## config.mk

```make
export PLATFORM = sky130hd
export DESIGN_NAME = pulse_scheduler
export DESIGN_NICKNAME = d
export VERILOG_FILES = /design/src/rtl/pulse_scheduler.sv
export SDC_FILE = /design/constraint.sdc
export NUM_CORES = 1
export LEC_CHECK = 0
export ABC_CLOCK_PERIOD_IN_PS = 6600
export CAP_MARGIN = 20
export CELL_PAD_IN_SITES_DETAIL_PLACEMENT = 0
export CELL_PAD_IN_SITES_GLOBAL_PLACEMENT = 1
export CORE_MARGIN = 3
export CORE_UTILIZATION = 51
export DETAILED_ROUTE_END_ITERATION = 10
export PLACE_DENSITY = 0.86
export SETUP_SLACK_MARGIN = 0.4
export SYNTH_ARGS = -nofsm -noshare
export SYNTH_HDL_FRONTEND = slang
export SYNTH_SLANG_ARGS = --single-unit
```

## constraint.sdc

```tcl
create_clock -name clk_in -period 6.6 [get_ports clk_in]
set_input_delay 0.99 -clock clk_in [delete_from_list [all_inputs] [get_ports clk_in]]
set_output_delay 0.99 -clock clk_in [all_outputs]
set_load 0.01 [all_outputs]
```

## src/rtl/pulse_scheduler.sv

```systemverilog
// rtl/pulse_scheduler.sv - sequential multi-channel delayed pulse generator
module pulse_scheduler #(
  parameter int NUM_CH = 4,
  parameter int CNT_W  = 16
) (
  input  logic              clk_in,
  input  logic              rst_in,
  input  logic              cfg_we,
  input  logic [2:0]        cfg_ch,
  input  logic [CNT_W-1:0]  cfg_delay,
  input  logic [CNT_W-1:0]  cfg_width,
  input  logic              cfg_idle,
  input  logic              start,
  input  logic              abort,
  output logic [NUM_CH-1:0] pulse_out,
  output logic              busy,
  output logic              done,
  output logic [2:0]        active_ch
);

  typedef enum logic [2:0] {
    S_IDLE,
    S_WAIT,
    S_PULSE,
    S_NEXT,
    S_DONE
  } state_t;

  localparam logic [2:0] LAST_CH = 3'(NUM_CH - 1);

  state_t             state, state_n;
  logic [2:0]         ch, ch_n;
  logic [CNT_W-1:0]   cnt, cnt_n;

  logic [CNT_W-1:0]   delay_r [NUM_CH];
  logic [CNT_W-1:0]   width_r [NUM_CH];
  logic [NUM_CH-1:0]  idle_r;

  logic [CNT_W-1:0]   cur_width;
  logic [CNT_W-1:0]   nxt_delay;
  logic [NUM_CH-1:0]  pulse_n;

  // Channel configuration registers; writes only land while no sequence runs
  always_ff @(posedge clk_in) begin
    if (rst_in) begin
      for (int i = 0; i < NUM_CH; i++) begin
        delay_r[i] <= '0;
        width_r[i] <= '0;
      end
      idle_r <= '0;
    end else if (cfg_we && !busy) begin
      for (int i = 0; i < NUM_CH; i++) begin
        if (int'(cfg_ch) == i) begin
          delay_r[i] <= cfg_delay;
          width_r[i] <= cfg_width;
          idle_r[i]  <= cfg_idle;
        end
      end
    end
  end

  // Select the width of the current channel and the delay of the following one
  always_comb begin
    cur_width = '0;
    nxt_delay = '0;
    for (int i = 0; i < NUM_CH; i++) begin
      if (ch == 3'(i)) cur_width = width_r[i];
      if (ch + 3'd1 == 3'(i)) nxt_delay = delay_r[i];
    end
  end

  // Sequencer state, channel index and shared delay/width counter
  always_ff @(posedge clk_in) begin
    if (rst_in) begin
      state <= S_IDLE;
      ch    <= '0;
      cnt   <= '0;
    end else begin
      state <= state_n;
      ch    <= ch_n;
      cnt   <= cnt_n;
    end
  end

  // Next-state logic; the counter only decrements when nonzero so it never wraps
  always_comb begin
    state_n = state;
    ch_n    = ch;
    cnt_n   = cnt;
    case (state)
      S_IDLE: begin
        if (start && !abort) begin
          state_n = S_WAIT;
          ch_n    = '0;
          cnt_n   = delay_r[0];
        end
      end
      S_WAIT: begin
        if (cnt == '0) begin
          if (cur_width == '0) begin
            state_n = S_NEXT;
          end else begin
            state_n = S_PULSE;
            cnt_n   = cur_width - 1'b1;
          end
        end else begin
          cnt_n = cnt - 1'b1;
        end
      end
      S_PULSE: begin
        if (cnt == '0) state_n = S_NEXT;
        else           cnt_n   = cnt - 1'b1;
      end
      S_NEXT: begin
        if (ch == LAST_CH) begin
          state_n = S_DONE;
        end else begin
          state_n = S_WAIT;
          ch_n    = ch + 3'd1;
          cnt_n   = nxt_delay;
        end
      end
      S_DONE: begin
        state_n = S_IDLE;
        ch_n    = '0;
      end
      default: begin
        state_n = S_IDLE;
        ch_n    = '0;
        cnt_n   = '0;
      end
    endcase
    if (abort && state != S_IDLE) begin
      state_n = S_IDLE;
      ch_n    = '0;
      cnt_n   = '0;
    end
  end

  // Channel output levels: idle everywhere except the channel in its active window
  always_comb begin
    pulse_n = '0;
    for (int i = 0; i < NUM_CH; i++) begin
      pulse_n[i] = idle_r[i] ^ (state == S_PULSE && ch == 3'(i) && !abort);
    end
  end

  // Registered channel outputs
  always_ff @(posedge clk_in) begin
    if (rst_in) pulse_out <= '0;
    else        pulse_out <= pulse_n;
  end

  assign busy      = (state == S_WAIT) || (state == S_PULSE) || (state == S_NEXT);
  assign done      = (state == S_DONE);
  assign active_ch = (state == S_WAIT || state == S_PULSE) ? ch : 3'd0;

endmodule
```

# Yosys cells after proc, flatten, opt, wreduce, memory -nomap -nowiden
# Memories as Yosys holds them, arrays and structs flattened.
# Index checks and enable logic that the tools add are counted.
dict set report classes {
  addsub 3
  eq_ne 19
  n_mux 50
  bitwise_logic 14
  n_reduce_logical 31
}
# op count
set ops {}
lappend ops {{2-to-1 mux 16 bit} 21}
lappend ops {{one-hot mux 16 bit (5 select lines)} 1}
lappend ops {{zero test 16 bit} 2}
lappend ops {{subtractor 16 x 1 -> 16 bit, second input constant} 2}
lappend ops {{equality test 3 x 2 -> 1 bit, second input constant} 7}
lappend ops {{2-to-1 mux 3 bit} 7}
lappend ops {{2-to-1 mux 1 bit} 19}
lappend ops {{zero test 3 bit} 4}
lappend ops {{one-hot mux 3 bit (4 select lines)} 1}
lappend ops {{logical AND 1 bit} 11}
lappend ops {{inequality test 2 bit, second input constant} 5}
lappend ops {{equality test 3 x 1 -> 1 bit, second input constant} 3}
lappend ops {{equality test 3 bit, second input constant} 3}
lappend ops {{one-hot mux 3 bit (3 select lines)} 1}
lappend ops {{bitwise OR 1 bit} 8}
lappend ops {{AND reduction 2 bit} 4}
lappend ops {{AND reduction 3 bit} 2}
lappend ops {{AND reduction 5 bit} 1}
lappend ops {{OR reduction 2 bit} 2}
lappend ops {{bitwise XOR 1 bit} 4}
lappend ops {{adder 3 x 1 -> 3 bit, second input constant} 1}
lappend ops {{inequality test 3 bit, second input constant} 1}
lappend ops {{nonzero test 3 bit} 1}
lappend ops {{zero test 1 bit} 2}
lappend ops {{2 further kinds} 4}
dict set report totals {
  reg_bits 30
  ramBits 128
  in_bits 41
  out_inout_bits 9
  wordCells 127
  mem_count 2
}
# name words width rd rd_ports_with_merged_regs write_ports line_no
set memory_table {}
lappend memory_table {delay_r 4 16 4 0 4 35} ;# logic [CNT_W-1:0] delay_r [NUM_CH];
lappend memory_table {width_r 4 16 4 0 4 36} ;# logic [CNT_W-1:0] width_r [NUM_CH];

# Logic depth before layout (Yosys ltp)
# Gate-level depths: netlist of the first run.
dict set report depth {
  depth_word 9
  depth_mapped 16
  mapped_depth_nobuf 12
}

# Worst setup path after synthesis of the first run
# OpenSTA, ideal clock, no wires.
dict set report synth_path {
  path_kind {reg-to-reg}
  startpoint {register ch[0]}
  endpoint {register cnt[14]}
  setup_ns 0.121
  t_arrival_ns 3.199
  required_ns 6.479
  path_slack_ns 3.280
  stages_incl_launch_ff 15
  n_path_buf 4
  period_less_slack_ns 3.320
  path_cell_list {dfxtp_1 ha_1 ha_1 buf_4 clkbuf_1 clkbuf_1 a21oi_1 ha_1 nand2_1 or4_1 clkbuf_1 or3_1 or4_1 a31oi_1 a21oi_1}
}
dict set report synth_between {
  elab_chain_len 9
  word_cells_on_any_way 26
  classes_between {2 x add/sub; 8 x eq/ne; 12 x mux; 4 x reduce/logical}
}
# element line_no
set synth_rtl {}
lappend synth_rtl {{start: declaration} 32} ;# logic [2:0] ch, ch_n;
lappend synth_rtl {{start signal: assignment} 80} ;# ch <= ch_n;
lappend synth_rtl {{zero test 3 bit} 67} ;# if (ch == 3'(i)) cur_width = width_r[i];
lappend synth_rtl {{2-to-1 mux 16 bit (4 in series)} 67}
lappend synth_rtl {{subtractor 16 x 1 -> 16 bit} 104} ;# cnt_n = cur_width - 1'b1;
lappend synth_rtl {{2-to-1 mux 16 bit} 100} ;# if (cur_width == '0) begin
lappend synth_rtl {{2-to-1 mux 16 bit} 99} ;# if (cnt == '0) begin
lappend synth_rtl {{one-hot mux 16 bit (5 select lines)} 90} ;# case (state)
lappend synth_rtl {{end signal: assignment} 81} ;# cnt <= cnt_n;
lappend synth_rtl {{end: declaration} 33} ;# logic [CNT_W-1:0] cnt, cnt_n;
# Parallel ways exist; a longest one is shown, timed or not. The select of a mux whose other input is x is not followed.
# A chain may end at the register's enable or synchronous reset.

# Worst setup path after layout of the first run
dict set report layout_path {
  startpoint {register ch[0]}
  endpoint {register cnt[2]}
}
# Same word-level chain as after synthesis.

==> results of run 1 <==
==> cell type report <==
type | instances | area [um2]
clock buffer | 19 | 433
clock inverter | 12 | 111
fill | 1301 | 6030
inverter | 27 | 101
multi-input combinational | 557 | 3520
sequential | 158 | 4440
tap | 211 | 264
timing repair buffer | 63 | 628
==> how the worst min path moves through the flow <==
stage	to	depth (start not counted)
3_3_place_gp	cnt[1]	2
6_report	idle_r[3]	2
5_1_grt	cnt[1]	2
2_1_floorplan	cnt[1]	2
3_5_place_dp	idle_r[3]	2
4_1_cts	idle_r[3]	2
==> flip-flops by register name, summed over array words and instances (netlist names) <==
signal	count
pulse_out	4
width_r	64
delay_r	64
ch	3
state	3
cnt	16
idle_r	4
==> per-layer routing <==
metal | GRT usage (%) | vias to the layer above | share of wire (%)
li1 | - | 2984 | -
met3 | 4.98 | 41 | 6.0
met2 | 40.9 | 230 | 47
met1 | 35.0 | 3071 | 45
met5 | 0 | - | 0
met4 | 8.80 | 0 | 2.4
==> metrics by stage <==
| stage | power [mW] | hold slack [ns] | area (um2) | cells |
|---|---|---|---|---|
| after global placement | 2.14 | 0.477 | 8910 | 1013 |
| final | 3.08 | 0.493 | 9510 | 1047 |
| after CTS | 3.07 | 0.498 | 9460 | 1045 |
| after global routing | 3.23 | 0.546 | 9510 | 1047 |
| after floorplan | 1.88 | 0.458 | 8290 | 795 |
| after detailed placement | 2.15 | 0.489 | 8910 | 1014 |
==> logic make-up (layout without fill, tap and decap cells) <==
| logic type | after synthesis | after routing |
|---|---|---|
| mux | 2 | 2 |
| flops | 158 | 158 |
| fa+ha+maj | 8 | 8 |
| xor+xnor | 20 | 20 |
| simple gates | 335 | 335 |
| compound gates | 192 | 192 |
| buf+inv | 80 | 121 |
==> layout by cell type (no fill, tap or decap), drive strengths merged, types with 5 or more instances in the layout <==
cell           Yosys  layout
clkdlybuf4s50      0      49
a22oi              6       6
a21oi             66      66
a31o               6       6
buf               18      14
a211oi             6       6
nand3b            15      15
o21ai             38      38
ha                 8       8
or4                6       6
nor4               9       9
nand2             40      40
inv               27      31
edfxtp           128     128
nand3             14      14
dfxtp             30      30
a221oi            20      20
clkbuf            35      19
nor3              30      30
or3                6       6
clkinv             0       5
nor2b             17      17
nor2              34      34
o31ai              5       5
a221o              5       5
xnor2             16      16
and2             132     132
nand2b            11      11
==> power groups by stage <==
stage               registers [mW]  logic [mW]  clock network [mW]
floorplan                     1.24       0.642                   0
global placement              1.28       0.857                   0
detailed placement            1.29       0.866                   0
CTS                           1.27       0.871               0.931
global route                  1.28       0.977               0.974
finish                        1.27       0.888               0.924
==> worst max-delay path, delay by kind of cell, from the launching register on <==
family	cells	cell delay [ns]
DFF	1	0.43
and+or+nand+nor	5	1.64
adders and majority gates	3	1.25
AOI/OAI and AO/OA	4	0.94
==> impl_metrics.py, run 1 <==
metrics = {
    "setup_path": {
        "critPathCaptureType": "flip-flop",
        "crit_chain": "ha_1 -> ha_1 -> or2_2 -> a221oi_1 -> nor2_1 -> ha_1 -> nand2_1 -> or4_1 -> nor3_1 -> a41o_1 -> o21ai_0 -> a21oi_1",
        "cp_common_cell": "ha_1",
        "reg2reg_to": "cnt[2]",
        "worst_ep_required_time_ns": 6.95,
        "crit_path_max_fanout": 28,
        "r2r_slack_ns": 2.27,
        "r2r-start": "ch[0]",
        "setup.worst_path.end": "cnt[2]",
        "cpMaxStageDelayCell": "ha_1",
        "worstSetupStartpoint": "ch[0]",
        "start_kind": "flip-flop",
        "reg2reg_depth": 12,
        "cp.arrival_ns": 4.69,
        "max_stage_delay_ns": 0.85,
        "crit_type": "reg2reg",
    },
    "detailed_routing": {
        "num_vias": 6326,
        "routedWlPerCell_um": 21.3,
        "drtPass1Iterations": 6,
        "avgViaCountPerCell": 6.04,
        "drt_wl_total_mm": 22.3,
        "drt_iter0_markers": 629,
        "remaining_drc_errors": 0,
        "antenna_left": 0,
    },
    "placed_design": {
        "portBuffers": 49,
        "hpwlAfterDp_mm": 14.7,
        "dp_slack_ns": 2.37,
        "place_congestion": 0.931,
    },
    "clock_tree": {
        "clock-sinks": 158,
        "cts-resized-gates": 0,
        "clk_latency_ns": 0.43,
        "cts_tree": "yes",
        "holdBufCountCts": 0,
        "post_cts.repair.setup_buffers": 0,
        "cts_made_buffers": 17,
        "path_clk_slew_ns": 0.06,
        "cts_buffer_depth": 2,
        "cts_root_buffer": "clkbuf_16",
        "h-tree-depth": 4,
    },
    "power_and_ir_drop": {
        "power_density_mw_per_mm2": 324,
        "clkPwrFrac_pct": 30.0,
        "p_int_mw": 2.04,
        "power_frac_comb_pct": 28.8,
        "power_frac_seq_pct": 41.2,
        "switchingPower_mw": 1.04,
        "swShare_pct": 33.8,
        "vdd.ir_drop.worst_mv": 0.215,
        "p_leak_nw": 3.42,
    },
    "logic_synthesis": {
        "synth_ff_type": "edfxtp_1",
        "synth_xor_area_share_pct": 2.11,
        "syn_area_mm2": 0.00829,
        "synth-seq-area-share_pct": 53.6,
        "synthCells": 795,
        "ys_ff_latch": 158,
        "yosysMostFrequentCell": "and2_1",
        "yosysWarningCount": 0,
        "synthAdderAreaFrac_pct": 1.21,
        "synth-compound-area-share_pct": 15.4,
        "avgSynthCellArea_um2": 10.4,
        "synthMuxAreaShare_pct": 0.257,
        "yosys-top-cells-area": "edfxtp_1, and2_1, dfxtp_1, a21oi_1, o21ai_0",
        "synth-simple-area-share_pct": 23.3,
        "synth_top_family_by_area": "simple AND/OR/NAND/NOR gates",
        "synth-async-reset-ratio_pct": 0,
        "synth_cell_type_count": 68,
        "synth_top_area_share_pct": 46.4,
        "synth_commonest_cells": "and2_1, edfxtp_1, a21oi_1",
        "synth_edf_count": 128,
        "synth_top_area_cell": "edfxtp_1",
        "syn-num-nets": 844,
    },
    "timing": {
        "period_minus_slack_ns": 4.33,
        "fin_tns_setup_ns": 0,
        "timing.slew.headroom_pct": 25.8,
        "max_freq_mhz": 231,
        "clock_skew_ns": 0.0109,
        "setup_ws_ns": 2.27,
        "fin_crit_sh_pct": 65.7,
        "slew_violations": 0,
        "worst-slew-pin-transition_ns": 1.11,
        "hold_viol_final": 0,
        "setup_viol": 0,
        "rsz0062_at_grt": "false",
    },
    "global_routing": {
        "grt_pass1_wl_mm": 34.9,
        "grt_max_degree": 45,
        "gr-usage-all-layers_pct": 25.5,
        "grt_remaining_overflow": 0,
        "grt_pass1_vias": 6346,
        "grt_antenna_before_repair": 0,
    },
    "final_layout": {
        "drive_above_1_share_pct": 7.54,
        "final_net_count": 873,
        "fin_util_pct": 61.2,
        "antenna_cells": 0,
        "syn2layout_area_growth_pct": 14.7,
    },
    "die": {
        "ioPinCount": 50,
        "dieArea_mm2": 0.0178,
        "initial_core_util_pct": 53.3,
        "core_area_mm2": 0.0155,
        "std_cell_rows": 45,
        "die_x_um": 133,
        "die_h_um": 133,
    },
    "hold_path": {
        "hold_path_class": "reg2reg",
        "hp-start": "idle_r[3]",
    },
    "job": {
        "drv_cap": 0,
    },
    "run_status": {
        "status": "completed",
    },
}
Power figures use the tool's default switching activity.
==> inputs of run 2 (changes only) <==
Settings changed: ABC_CLOCK_PERIOD_IN_PS 6600 to 3600, CORE_UTILIZATION 51 to 43, PLACE_DENSITY 0.86 to 0.77.
Clock period 6.6 ns to 3.6 ns, I/O delays scaled along.
==> run 2 against run 1 <==
Compared with the run above:
- die area up 18%
- fmax up 41%
- count of clock-buffer cells in the layout up 6
- via count up 2.4%
- first-iteration DRC count down 6.8%
- clock power up 83%
- final cell count up 7.4%
- setup slack worse by 1.7 ns
- critical path type unchanged
- highest routed layer unchanged
==> impl_metrics.py, run 2 (same netlist as run 1, synthesis figures left out) <==
metrics = {
    "clock_tree": {
        "cts_made_buffers": 17,
        "path_clk_slew_ns": 0.06,
        "cts_buffer_depth": 2,
        "cts_tree": "yes",
        "h-tree-depth": 4,
        "cts_root_buffer": "clkbuf_16",
        "clk_latency_ns": 0.43,
        "clock-sinks": 158,
        "holdBufCountCts": 0,
    },
    "timing": {
        "rsz0062_at_grt": "true",
        "setup_viol": 0,
        "fin_tns_setup_ns": 0,
        "fin_crit_sh_pct": 85.5,
        "slew_violations": 0,
        "hold_viol_final": 0,
        "worst-slew-pin-transition_ns": 0.692,
        "period_minus_slack_ns": 3.08,
        "max_freq_mhz": 325,
        "timing.hold.ws_ns": 0.498,
        "clock_skew_ns": 0.00917,
        "timing.slew.headroom_pct": 53.7,
    },
    "final_layout": {
        "final_common_cell": "and2_1",
        "antenna_cells": 0,
        "syn2layout_area_growth_pct": 19.4,
        "final_net_count": 900,
        "top_regs": "delay_r x64, width_r x64, cnt x16",
        "drive_above_1_share_pct": 12.8,
        "final_cell_mix": "and2_1, edfxtp_1, a21oi_1, clkdlybuf4s50_1, nand2_1",
    },
    "setup_path": {
        "start_kind": "flip-flop",
        "crit_type": "reg2reg",
        "cp.arrival_ns": 3.38,
        "worst_ep_required_time_ns": 3.90,
        "crit_path_max_fanout": 13,
        "critPathCaptureType": "flip-flop",
        "r2r_slack_ns": 0.52,
    },
    "die": {
        "core_area_mm2": 0.0188,
        "die_h_um": 145,
        "initial_core_util_pct": 44.0,
        "die_x_um": 145,
        "dieArea_mm2": 0.0210,
        "ioPinCount": 50,
        "std_cell_rows": 50,
    },
    "global_routing": {
        "grt_antenna_before_repair": 0,
        "gr-usage-all-layers_pct": 22.3,
        "grt_remaining_overflow": 0,
        "grt_max_degree": 54,
        "grt_pass1_vias": 6475,
        "grt_pass1_wl_mm": 35.4,
    },
    "power_and_ir_drop": {
        "vdd.ir_drop.worst_mv": 0.378,
        "power_density_mw_per_mm2": 581,
        "p_leak_nw": 3.57,
    },
    "detailed_routing": {
        "avgViaCountPerCell": 5.76,
        "num_vias": 6479,
        "remaining_drc_errors": 0,
        "drt_iter0_markers": 586,
        "antenna_left": 0,
        "routedWlPerCell_um": 20.3,
        "drt_wl_total_mm": 22.8,
        "drtPass1Iterations": 5,
    },
    "job": {
        "drv_cap": 0,
    },
    "run_status": {
        "status": "completed",
    },
    "placed_design": {
        "portBuffers": 49,
        "place_congestion": 0.968,
        "hpwlAfterDp_mm": 15.2,
    },
    "hold_path": {
        "hold_path_class": "reg2reg",
    },
}
-- run 2: cell types whose count changed in the layout (fill, tap and decap cells not counted), sizes merged --
cell and delta:
buf +27, clkbuf +6, clkinv -2, bufinv -1
clkinvlp -1, inv -1
-- run 2: worst max-delay path: stages, from the launching register on --
cell and delay [ns]:
dfxtp_4 0.39, inv_1 0.10, ha_2 0.24, buf_4 0.21, nand3b_1 0.12, a221oi_2 0.09, a2111o_1 0.50, or4_4 0.60
or4_1 0.52, nand3_1 0.11, a31oi_1 0.09
-- run 2: area by class of cell --
cell class                      instances  area (um2)
Clock buffer                           25         497
Inverter                               27         101
Clock inverter                          7        55.1
Multi-Input combinational cell        557        3640
Fill cell                            1663        8930
Tap cell                              260         325
Sequential cell                       158        4450
Timing Repair Buffer                   90         826
-- run 2: what timing repair did --
| item | in CTS | in global routing |
|---|---|---|
| setup endpoints to repair | 2 | 17 |
| resized for setup | 2 | 35 |
| pin swaps | 0 | 8 |
| setup buffers | 0 | 8 |
| gates cloned | 0 | 0 |
-- run 2: metrics by stage --
step / cells / total power, mW / utilization (%) / setup WS (ns) / cell area [um2]
after floorplan: 795 / 3.46 / - / 0.402 / 8320
after global placement: 1083 / 4.00 / 48.5 / 0.417 / 9140
after detailed placement: 1083 / 4.01 / 48.5 / 0.338 / 9140
after CTS: 1115 / 5.70 / 51.5 / 0.408 / 9700
after global routing: 1124 / 6.03 / 52.6 / 0.390 / 9900
final: 1124 / 5.75 / 52.6 / 0.522 / 9900
-- run 2: path summary, 6_finish.rpt --
kind,startpoint,endpoint,cells past startpoint
setup / recovery,ch[0],cnt[13],10
hold / removal,idle_r[1],idle_r[1],2
setup reg to reg,ch[0],cnt[13],10
hold reg to reg,idle_r[1],idle_r[1],2
-- run 2: power breakdown --
group / leakage (nW) / internal [mW] / switching (mW)
clock network: 0.268 / 0.967 / 0.726
registers: 1.58 / 2.16 / 0.150
logic: 1.73 / 0.716 / 1.04
-- run 2: metal layers --
layer,up-vias,part of all wire [%],global-route usage [%]
li1,3033,-,-
met1,3173,43,30.1
met2,227,48,36.1
met3,46,5.9,3.75
met4,0,3.0,8.54
met5,-,0,0
